$ cat src/rtl/maple_rx_pkg.sv
// Shared definitions for the Maple Bus RX frame sequencer: state encoding,
// drain length and status-register error bit positions.
package maple_rx_pkg;

  typedef enum logic [4:0] {
    ST_IDLE    = 5'b00001,
    ST_ARMED   = 5'b00010,
    ST_RECEIVE = 5'b00100,
    ST_DRAIN   = 5'b01000,
    ST_DONE    = 5'b10000
  } rx_state_e;

  localparam int unsigned DRAIN_CYCLES = 2;
  localparam int unsigned DRAIN_W      = 2;

  localparam int unsigned ERR_OVF_BIT = 0;
  localparam int unsigned ERR_TMO_BIT = 1;
  localparam int unsigned ERR_W       = 2;

endpackage

$ cat src/rtl/maple_rx_timer.sv
// Loadable no-progress down-counter; expire_o flags an enabled cycle at zero
// unless that same cycle reloads it.
module maple_rx_timer
  import maple_rx_pkg::*;
#(
  parameter int unsigned TIMEOUT_CYCLES = 100000,
  parameter int unsigned TMO_W          = 17
) (
  input  logic aclk,
  input  logic aresetn,
  input  logic load_i,
  input  logic en_i,
  output logic expire_o
);

  localparam logic [TMO_W-1:0] LOAD_VAL = TMO_W'(TIMEOUT_CYCLES - 32'd1);

  logic [TMO_W-1:0] cnt_q;
  logic [TMO_W-1:0] cnt_d;

  // Next count: reload beats decrement; the counter parks at zero.
  always_comb begin
    cnt_d = cnt_q;
    if (load_i) begin
      cnt_d = LOAD_VAL;
    end else if (en_i && (cnt_q != {TMO_W{1'b0}})) begin
      cnt_d = cnt_q - {{(TMO_W-1){1'b0}}, 1'b1};
    end else begin
      cnt_d = cnt_q;
    end
  end

  // Counter register.
  always_ff @(posedge aclk or negedge aresetn) begin
    if (!aresetn) begin
      cnt_q <= {TMO_W{1'b0}};
    end else begin
      cnt_q <= cnt_d;
    end
  end

  assign expire_o = en_i & ~load_i & (cnt_q == {TMO_W{1'b0}});

endmodule

$ cat src/rtl/maple_rx_ctrl.sv
// Maple Bus RX frame sequencer: gates the byte buffer for one frame, counts bytes,
// closes on eof/overflow/timeout/abort, drains TLAST, then reports done and irq.
module maple_rx_ctrl
  import maple_rx_pkg::*;
#(
  parameter int unsigned MAX_BYTES      = 1024,
  parameter int unsigned TIMEOUT_CYCLES = 100000,
  parameter int unsigned CNT_W          = 11,
  parameter int unsigned TMO_W          = 17
) (
  input  logic             aclk,
  input  logic             aresetn,
  input  logic             arm,
  input  logic             abort,
  input  logic             irq_ack,
  input  logic             sof,
  input  logic             eof,
  input  logic             byte_valid,
  output logic             buf_enable,
  output logic             busy,
  output logic             done,
  output logic [CNT_W-1:0] rx_count,
  output logic             err_overflow,
  output logic             err_timeout,
  output logic             irq
);

  localparam logic [CNT_W-1:0]   CNT_MAX   = CNT_W'(MAX_BYTES);
  localparam logic [DRAIN_W-1:0] DRAIN_END = DRAIN_W'(DRAIN_CYCLES - 32'd1);

  rx_state_e          state_q;
  logic               buf_en_q;
  logic               busy_q;
  logic               done_q;
  logic               irq_q;
  logic               aborted_q;
  logic [CNT_W-1:0]   rx_count_q;
  logic [ERR_W-1:0]   err_q;
  logic [DRAIN_W-1:0] drain_cnt_q;

  logic tmr_load_s;
  logic tmr_en_s;
  logic tmr_expire_s;

  // Timer control: loaded on arm, sof and every byte; runs while waiting or receiving.
  always_comb begin
    tmr_load_s = 1'b0;
    tmr_en_s   = 1'b0;
    case (state_q)
      ST_IDLE:    tmr_load_s = arm;
      ST_ARMED:   begin tmr_en_s = 1'b1; tmr_load_s = sof;        end
      ST_RECEIVE: begin tmr_en_s = 1'b1; tmr_load_s = byte_valid; end
      default:    begin tmr_en_s = 1'b0; tmr_load_s = 1'b0;       end
    endcase
  end

  maple_rx_timer #(
    .TIMEOUT_CYCLES (TIMEOUT_CYCLES),
    .TMO_W          (TMO_W)
  ) u_timer (
    .aclk     (aclk),
    .aresetn  (aresetn),
    .load_i   (tmr_load_s),
    .en_i     (tmr_en_s),
    .expire_o (tmr_expire_s)
  );

  // Frame FSM with registered outputs; done/irq assert on leaving DONE.
  always_ff @(posedge aclk or negedge aresetn) begin
    if (!aresetn) begin
      state_q     <= ST_IDLE;
      buf_en_q    <= 1'b0;
      busy_q      <= 1'b0;
      done_q      <= 1'b0;
      irq_q       <= 1'b0;
      aborted_q   <= 1'b0;
      rx_count_q  <= {CNT_W{1'b0}};
      err_q       <= {ERR_W{1'b0}};
      drain_cnt_q <= {DRAIN_W{1'b0}};
    end else begin
      done_q <= 1'b0;
      if (irq_ack) begin
        irq_q <= 1'b0;
      end
      case (state_q)
        ST_IDLE: begin
          if (arm) begin
            state_q    <= ST_ARMED;
            busy_q     <= 1'b1;
            irq_q      <= 1'b0;
            aborted_q  <= 1'b0;
            rx_count_q <= {CNT_W{1'b0}};
            err_q      <= {ERR_W{1'b0}};
          end
        end
        ST_ARMED: begin
          if (abort) begin
            state_q <= ST_IDLE;
            busy_q  <= 1'b0;
          end else if (sof) begin
            state_q  <= ST_RECEIVE;
            buf_en_q <= 1'b1;
          end else if (tmr_expire_s) begin
            state_q            <= ST_DONE;
            err_q[ERR_TMO_BIT] <= 1'b1;
          end
        end
        ST_RECEIVE: begin
          // Every exit from RECEIVE funnels into DRAIN; only the flags differ.
          if (abort || eof || byte_valid && (rx_count_q == CNT_MAX) || tmr_expire_s) begin
            state_q     <= ST_DRAIN;
            buf_en_q    <= 1'b0;
            drain_cnt_q <= {DRAIN_W{1'b0}};
          end
          if (abort) begin
            aborted_q <= 1'b1;
          end else if (byte_valid && (rx_count_q == CNT_MAX)) begin
            err_q[ERR_OVF_BIT] <= 1'b1;
          end else begin
            if (byte_valid) begin
              rx_count_q <= rx_count_q + {{(CNT_W-1){1'b0}}, 1'b1};
            end
            if (!eof && tmr_expire_s) begin
              err_q[ERR_TMO_BIT] <= 1'b1;
            end
          end
        end
        ST_DRAIN: begin
          if (drain_cnt_q == DRAIN_END) begin
            state_q <= aborted_q ? ST_IDLE : ST_DONE;
            busy_q  <= ~aborted_q;
          end else begin
            drain_cnt_q <= drain_cnt_q + {{(DRAIN_W-1){1'b0}}, 1'b1};
          end
        end
        ST_DONE: begin
          state_q <= ST_IDLE;
          busy_q  <= 1'b0;
          done_q  <= 1'b1;
          irq_q   <= 1'b1;
        end
        default: begin
          state_q  <= ST_IDLE;
          buf_en_q <= 1'b0;
          busy_q   <= 1'b0;
        end
      endcase
    end
  end

  assign buf_enable   = buf_en_q;
  assign busy         = busy_q;
  assign done         = done_q;
  assign irq          = irq_q;
  assign rx_count     = rx_count_q;
  assign err_overflow = err_q[ERR_OVF_BIT];
  assign err_timeout  = err_q[ERR_TMO_BIT];

endmodule

$ cat config.mk
export PLATFORM = sky130hd
export DESIGN_NAME = maple_rx_ctrl
export DESIGN_NICKNAME = d
export VERILOG_FILES = /design/src/rtl/maple_rx_pkg.sv /design/src/rtl/maple_rx_timer.sv /design/src/rtl/maple_rx_ctrl.sv
export SDC_FILE = /design/constraint.sdc
export NUM_CORES = 1
export LEC_CHECK = 0
export CORE_MARGIN = 5
export CORE_UTILIZATION = 55
export DETAILED_ROUTE_END_ITERATION = 8
export PLACE_DENSITY = 0.81
export SYNTH_ARGS = -nofsm -noshare
export SYNTH_HDL_FRONTEND = slang
export SYNTH_SLANG_ARGS = --single-unit
$ cat constraint.sdc
create_clock -name aclk -period 3.5 [get_ports aclk]
set_input_delay 0.525 -clock aclk [delete_from_list [all_inputs] [get_ports aclk]]
set_output_delay 0.525 -clock aclk [all_outputs]
set_load 0.05 [all_outputs]
== After elaboration in Yosys (flattened, before gate mapping) ==
Cells that the tools add are included.
Word-level totals
  register bits after elaboration: 42
  input bits: 8
  output and inout port bits: 17
  word-level logic and storage cells: 111
Operators by class
  $add $sub $neg: 3
  equality and inequality tests: 23
  muxes and demuxes: 45
  bitwise logic cells: 6
  reduce and logical (&&, ||, !) cells: 23
Operator list (number)
  $mux W11: 4
  $mux W5: 7
  $mux W17: 2
  $ne A2 B2 Y1 const B: 15
  $pmux W11 S2: 1
  $pmux W5 S4: 1
  $mux W1: 18
  $logic_not A17 Y1: 1
  $reduce_bool A17 Y1: 1
  $sub A17 B1 Y17 const B: 1
  $reduce_and A4 Y1: 4
  $add A11 B1 Y11 const B: 1
  $eq A11 B11 Y1 const B: 1
  $pmux W1 S3: 3
  $mux W2: 4
  $reduce_and A8 Y1: 1
  $pmux W1 S2: 3
  $reduce_and A3 Y1: 2
  $reduce_bool A2 Y1: 3
  $eq A5 B1 Y1 const B: 1
  $eq A5 B2 Y1 const B: 1
  $eq A5 B3 Y1 const B: 1
  $eq A5 B4 Y1 const B: 1
  $eq A5 B5 Y1 const B: 1
  14 further kinds: 22

== Logic depth before layout (Yosys ltp) ==
  depth after elaboration: 10
  mapped depth: 8

== By module ==
Synthesis repeated with hierarchy kept, for this count alone.
Unflattened totals
  cell total of the unflattened synthesis: 272
  area, all modules: 2593.7 um2
Modules (own cells, without submodules)
  maple_rx_ctrl: instances 1, cells an instance 165, area each 1557.7 um2
  maple_rx_timer: instances 1, cells an instance 107, area each 1036.0 um2

== Worst setup path after synthesis ==
Ideal clock, no wire load.
  path type: register to register
  from: register rx_count_q[0] (netlist: rx_count[0])
  to: register rx_count_q[4] (netlist: rx_count[4])
  library setup time: 0.067 ns
  data arrival time: 2.429 ns
  data required time: 3.433 ns
  path slack: 1.004 ns
  stages on the path, launching flop included: 8
  path buffers: 0
  cell sequence: dfrtp_1 -> inv_1 -> ha_1 -> nor3b_1 -> a311oi_1 -> o211ai_1 -> or4_1 -> nand2_1
On the way
  cells in the longest elaborated chain, start to end: 5
RTL lines
  start, declared: RTL line maple_rx_ctrl.sv:37  | logic [CNT_W-1:0] rx_count_q;
  start signal, assigned: RTL line maple_rx_ctrl.sv:77  | rx_count_q <= {CNT_W{1'b0}};
  start signal, assigned: RTL line maple_rx_ctrl.sv:92  | rx_count_q <= {CNT_W{1'b0}};
  start signal, assigned: RTL line maple_rx_ctrl.sv:121  | rx_count_q <= rx_count_q + {{(CNT_W-1){1'b0}}, 1'b1};
  $add A11 B1 Y11: RTL line maple_rx_ctrl.sv:121
  $mux W11: RTL line maple_rx_ctrl.sv:120  | if (byte_valid) begin
  $mux W11: RTL line maple_rx_ctrl.sv:117  | end else if (byte_valid && (rx_count_q == CNT_MAX)) begin
  $mux W11: RTL line maple_rx_ctrl.sv:115  | if (abort) begin
  $pmux W11 S2: RTL line maple_rx_ctrl.sv:85  | case (state_q)
Parallel ways exist; a longest one is shown, timed or not. The select of a mux whose other input is x is not followed.
A chain may end at the register's enable or synchronous reset.

== Worst setup path after layout ==
  from: register u_timer.cnt_q[0]
  to: register err_q[1]
On the way
  cells in the longest elaborated chain, start to end: 5
RTL lines
  start, declared: RTL line maple_rx_timer.sv:18  | logic [TMO_W-1:0] cnt_q;
  start signal, assigned: RTL line maple_rx_timer.sv:36  | cnt_q <= {TMO_W{1'b0}};
  start signal, assigned: RTL line maple_rx_timer.sv:38  | cnt_q <= cnt_d;
  $logic_not A17 Y1 (*): RTL line maple_rx_timer.sv:42  | assign expire_o = en_i & ~load_i & (cnt_q == {TMO_W{1'b0}});
  $and A1 B1 Y1 (*): RTL line maple_rx_timer.sv:42
  $logic_and A1 B1 Y1: RTL line maple_rx_ctrl.sv:123  | if (!eof && tmr_expire_s) begin
  $ne A2 B2 Y1 (no source line)
  $reduce_and A8 Y1 (no source line) (*)
  end signal, assigned: RTL line maple_rx_ctrl.sv:78  | err_q <= {ERR_W{1'b0}};
  end signal, assigned: RTL line maple_rx_ctrl.sv:93  | err_q <= {ERR_W{1'b0}};
  end, declared: RTL line maple_rx_ctrl.sv:38  | logic [ERR_W-1:0] err_q;
Mark *: on every way between the ends. The rest lies on a longest branch, timed or not.

==> tab_implementation.tex <==
\begin{tabular}{lr}
\hline
Metric & Value \\
\hline
\multicolumn{2}{l}{\textbf{Die}} \\
\quad Effective utilization at floorplan & 0.5793 \\
\quad Number of I/O pins & 25 \\
\quad Area enclosed by the die boundary & 0.005716 mm2 \\
\quad Chip width & 75.61 um \\
\quad Core area & around 0.0041 mm2 \\
\quad Height of the die & 75.61 um \\
\quad Row count & 23 \\
\multicolumn{2}{l}{\textbf{STA}} \\
\quad Crit share post-route & 0.8321 \\
\quad Max Clk Rate & 343.4 MHz \\
\quad Tmin final & slightly below 3 ns \\
\quad Total Neg Setup Slack & 0 ns \\
\quad Actual slew at the worst max-slew pin & 0.9382 ns \\
\quad Final hold violation count & 0 \\
\quad Number of pins exceeding their max-slew limit in the final report & 0 \\
\quad RSZ-0062 raised after global routing & false \\
\quad Clock skew after layout & between 0.008 and 0.009 ns \\
\quad Final setup violating endpoints & 0 \\
\quad Max transition margin & 0.3745 \\
\multicolumn{2}{l}{\textbf{Clock network}} \\
\quad Master cell of the clock root buffer & sky130\_fd\_sc\_hd\_\_clkbuf\_8 \\
\quad CTS Hold Bufs & 0 \\
\quad Count of instances resized after the clock tree is built & 0 \\
\quad Maximum clock insertion buffer count & 2 \\
\quad Source-to-sink clock delay at the later pin of the worst-skew pair & 0.30 ns \\
\quad Clock transition at path regs & around 0.090 ns \\
\quad Post-CTS setup-driven buffer insertion count & 0 \\
\quad Max H-tree Level & 2 \\
\quad Number of clock sinks & 42 \\
\quad Clock tree from TritonCTS & done \\
\quad CTS buffer count & 5 \\
\multicolumn{2}{l}{\textbf{Cells and area}} \\
\quad Antenna diode count & 0 \\
\quad Share of cells above drive strength 1 & 0.07447 \\
\quad Layout Cell Area excl Fill & 0.002765 mm2 \\
\quad Number of standard cells in the final layout excluding fillers & 332 \\
\quad Total number of nets in the final design & 294 \\
\quad Filler Cell Count & 327 \\
\quad P\&R area growth vs syn & 16.81\% \\
\multicolumn{2}{l}{\textbf{Yosys}} \\
\quad Share of synthesized cell area in and, or, nand and nor gates & 0.2738 \\
\quad Number of library cell types mapped by synthesis & between 40 and 50 \\
\quad Post-Synth Adder-Cell Area & 0.02643 \\
\quad Main area contributors after synthesis & sky130\_fd\_sc\_hd\_\_dfrtp\_1 (43\%), sky130\_fd\_sc\_hd\_\_xor2\_1 (4.1\%), sky130\_fd\_sc\_hd\_\_nand2\_1 (3.5\%) \\
\quad Multiplexer share of the synthesized area & 0.004228 \\
\quad Largest family of logic cells by synthesized area & simple AND/OR/NAND/NOR gates \\
\quad Share of Yosys cell area claimed by the top area cell type & 0.4334 \\
\quad Synthesized-area fraction occupied by xor and xnor cells & 0.07030 \\
\quad Synthesized netlist cell count & 257 \\
\quad Total nets after synthesis & 270 \\
\quad Flops \& latches, synth & between 40 and 50 \\
\quad Sequential share of the synthesized area & 0.4445 \\
\quad Synth warnings & 0 \\
\quad Ys flop type & sky130\_fd\_sc\_hd\_\_dfrtp\_1 \\
\quad Fraction of the mapped netlist area in compound gates & 0.1406 \\
\quad Largest area contributor in the netlist & sky130\_fd\_sc\_hd\_\_dfrtp\_1 \\
\quad Asr flop ratio synth & 1.000 \\
\quad Synth Area per Inst & 9.211 um2 \\
\quad Number of synthesized flops with an enable pin & 0 \\
\quad Post-synthesis cell area & 0.002367 mm2 \\
\multicolumn{2}{l}{\textbf{Worst setup path}} \\
\quad Setup CP Type & reg -> reg \\
\quad Critical-path cell list & inv\_1 > ha\_1 > or4b\_2 > or4\_1 > a2111oi\_0 > o21ai\_0 > a221oi\_1 \\
\quad Category of the worst setup path capture point & flip-flop \\
\quad Cell type of the slowest stage on the worst timing path & sky130\_fd\_sc\_hd\_\_or4b\_2 \\
\quad Max Fanout on Critical Path & 9 \\
\quad Required time of the critical path & 3.70 ns \\
\quad Startpoint Class & flip-flop \\
\quad Largest stage delay on the critical path & 0.60 ns \\
\quad Data arrival at the endpoint of the critical path & about 3.1 ns \\
\multicolumn{2}{l}{\textbf{Place}} \\
\quad Total instance count after detailed placement & 324 \\
\quad Count of buffers from port buffering & 24 \\
\quad Routability Congestion & 0.8287 \\
\quad Placed wire-length estimate after detailed placement & $\sim$3800 um \\
\quad Area after detailed placement & 0.002655 mm2 \\
\multicolumn{2}{l}{\textbf{Pwr}} \\
\quad Reg power frac & 0.428 \\
\quad Power density over cell area & 508.2 mW/mm2 \\
\quad Proportion of power drawn by combinational gates & 0.296 \\
\quad Internal power & about 910 uW \\
\quad Total Power Consumption & 1.405 mW \\
\quad Switching portion of total power & 0.3559 \\
\quad Peak supply drop & 287.6 uV \\
\quad Switch Pwr & 500.2 uW \\
\quad Part of the total power dissipated in the clock network & 0.276 \\
\quad Leakage & 1.153 nW \\
\multicolumn{2}{l}{\textbf{Global route}} \\
\quad Number of antenna violations at the first check in global routing & 0 \\
\quad Overflow left after global routing & 0 \\
\quad Global-route wire length before repair & 9149 um \\
\quad Vias in the first global route & 1967 \\
\quad Overall track demand over capacity in global routing & 0.2138 \\
\quad Largest net degree at the start of global routing & 43 \\
\multicolumn{2}{l}{\textbf{Routing}} \\
\quad Routed WL & 5576 um \\
\quad Residual DRC count & 0 \\
\quad Count of vias placed by the detailed router & 2064 \\
\quad Starting DRC count in detailed routing & about 180 \\
\quad Vias/cell & 6.217 \\
\quad Detailed Routing Iterations Pass 1 & 4 \\
\quad Post-route antenna net violation count & 0 \\
\quad Routed wire length per instance & 16.80 um \\
\multicolumn{2}{l}{\textbf{Run status}} \\
\quad Run status & completed \\
\multicolumn{2}{l}{\textbf{Job}} \\
\quad Maxcap violations & 0 \\
\multicolumn{2}{l}{\textbf{Hold path}} \\
\quad Path type of the worst min-delay path & in -> async \\
\hline
\end{tabular}
cells by family (layout without fill, tap and decap cells):
logic type / after synthesis / after routing
xor gates and xnor gates: 19 / 19
DFF: 42 / 42
AOI/OAI and AO/OA: 48 / 48
muxes: 1 / 1
and+or+nand+nor: 119 / 119
adders and majority gates: 5 / 5
buffers and inverters: 23 / 48
area by class of cell:
type / count / area [um2] / share of cell area
Multi-Input combinational cell: 192 / 1226 / 0.4434
Sequential cell: 42 / 1052 / 0.3805
Timing Repair Buffer: 29 / 272.8 / 0.09864
Clock buffer: 6 / 72.57 / 0.02624
Tap cell: 50 / 62.56 / 0.02262
Inverter: 11 / 41.29 / 0.01493
Clock inverter: 2 / 37.54 / 0.01357
flip-flops by register name, indices dropped and copies added (netlist names):
signal,flops
buf_enable,1
done,1
busy,1
err_q,2
state_q,5
drain_cnt_q,2
rx_count,11
irq,1
aborted_q,1
u_timer.cnt_q,17
through the flow:
stage / worst slack [ns] / hold slack, ns / util
CTS: 0.6188 / 0.3977 / 0.6767
detailed placement: 0.6470 / 0.4970 / 0.6497
global placement: 0.7564 / 0.4872 / 0.6497
global route: 0.4278 / 0.4560 / 0.6767
floorplan: 1.004 / 0.2294 / -
finish: 0.5877 / 0.3606 / 0.6767
layer usage:
metal / wire (um) / track usage / vias to the layer above
met5: 0 / 0 / -
met4: 95 / 0.06990 / 0
met3: 225 / 0.04881 / 10
met2: 2704 / 0.3528 / 52
met1: 2549 / 0.2792 / 1020
li1: - / - / 982
critical path, delay by kind of cell, from the launching register on:
| kind | cells | cell delay, ns |
|---|---|---|
| AND/OR/NAND/NOR | 2 | 1.19 |
| adder cells (fa/ha/maj) | 1 | 0.15 |
| AO/OA/AOI/OAI | 3 | 0.97 |
| buffers and inverters | 1 | 0.11 |
| flip-flops | 1 | 0.39 |
worst paths after layout:
path	endpoint	slack (ns)	from	cells after the start
min	drain_cnt_q[0]$_DFFE_PN0P_	0.36	aresetn	1
min reg2reg	busy$_DFFE_PN0P_	0.51	busy$_DFFE_PN0P_	2
max reg2reg	err_q[1]$_DFFE_PN0P_	0.59	u_timer.cnt_q[0]$_DFFE_PN0P_	7
min in group aclk	busy$_DFFE_PN0P_	0.51	busy$_DFFE_PN0P_	2
max	err_q[1]$_DFFE_PN0P_	0.59	u_timer.cnt_q[0]$_DFFE_PN0P_	7
max in group asynchronous	rx_count[8]$_DFFE_PN0P_	2.55	aresetn	1
synthesized netlist by cell type (4+ instances only):
master,instances
sky130_fd_sc_hd__dfrtp_1,41
sky130_fd_sc_hd__nand2_1,22
sky130_fd_sc_hd__nor2_1,22
sky130_fd_sc_hd__nand3_1,14
sky130_fd_sc_hd__o21ai_0,14
sky130_fd_sc_hd__inv_1,11
sky130_fd_sc_hd__nor3_1,11
sky130_fd_sc_hd__xor2_1,11
sky130_fd_sc_hd__clkbuf_1,10
sky130_fd_sc_hd__nor4_1,9
sky130_fd_sc_hd__or3_1,9
sky130_fd_sc_hd__a21oi_1,8
sky130_fd_sc_hd__xnor2_1,8
sky130_fd_sc_hd__or4_1,7
sky130_fd_sc_hd__ha_1,5
sky130_fd_sc_hd__o211ai_1,5
sky130_fd_sc_hd__nand2b_1,4
cells in the final DEF (no fill, tap or decap), drive strengths merged, types with 9 or more instances in the layout:
cell type / instances
clkdlybuf4s50: 23
dfrtp: 41
inv: 11
nand2: 22
nand3: 14
nor2: 22
nor3: 11
nor4: 9
o21ai: 15
or3: 9
xor2: 11
power groups by stage:
| stage | clock, mW | sequential, mW | combinational, mW |
|---|---|---|---|
| 2_1_floorplan | 0 | 0.625 | 0.262 |
| 3_3_place_gp | 0 | 0.609 | 0.403 |
| 3_5_place_dp | 0 | 0.610 | 0.414 |
| 4_1_cts | 0.395 | 0.600 | 0.418 |
| 5_1_grt | 0.412 | 0.611 | 0.459 |
| 6_report | 0.388 | 0.601 | 0.416 |
Power figures use the tool's default switching activity.
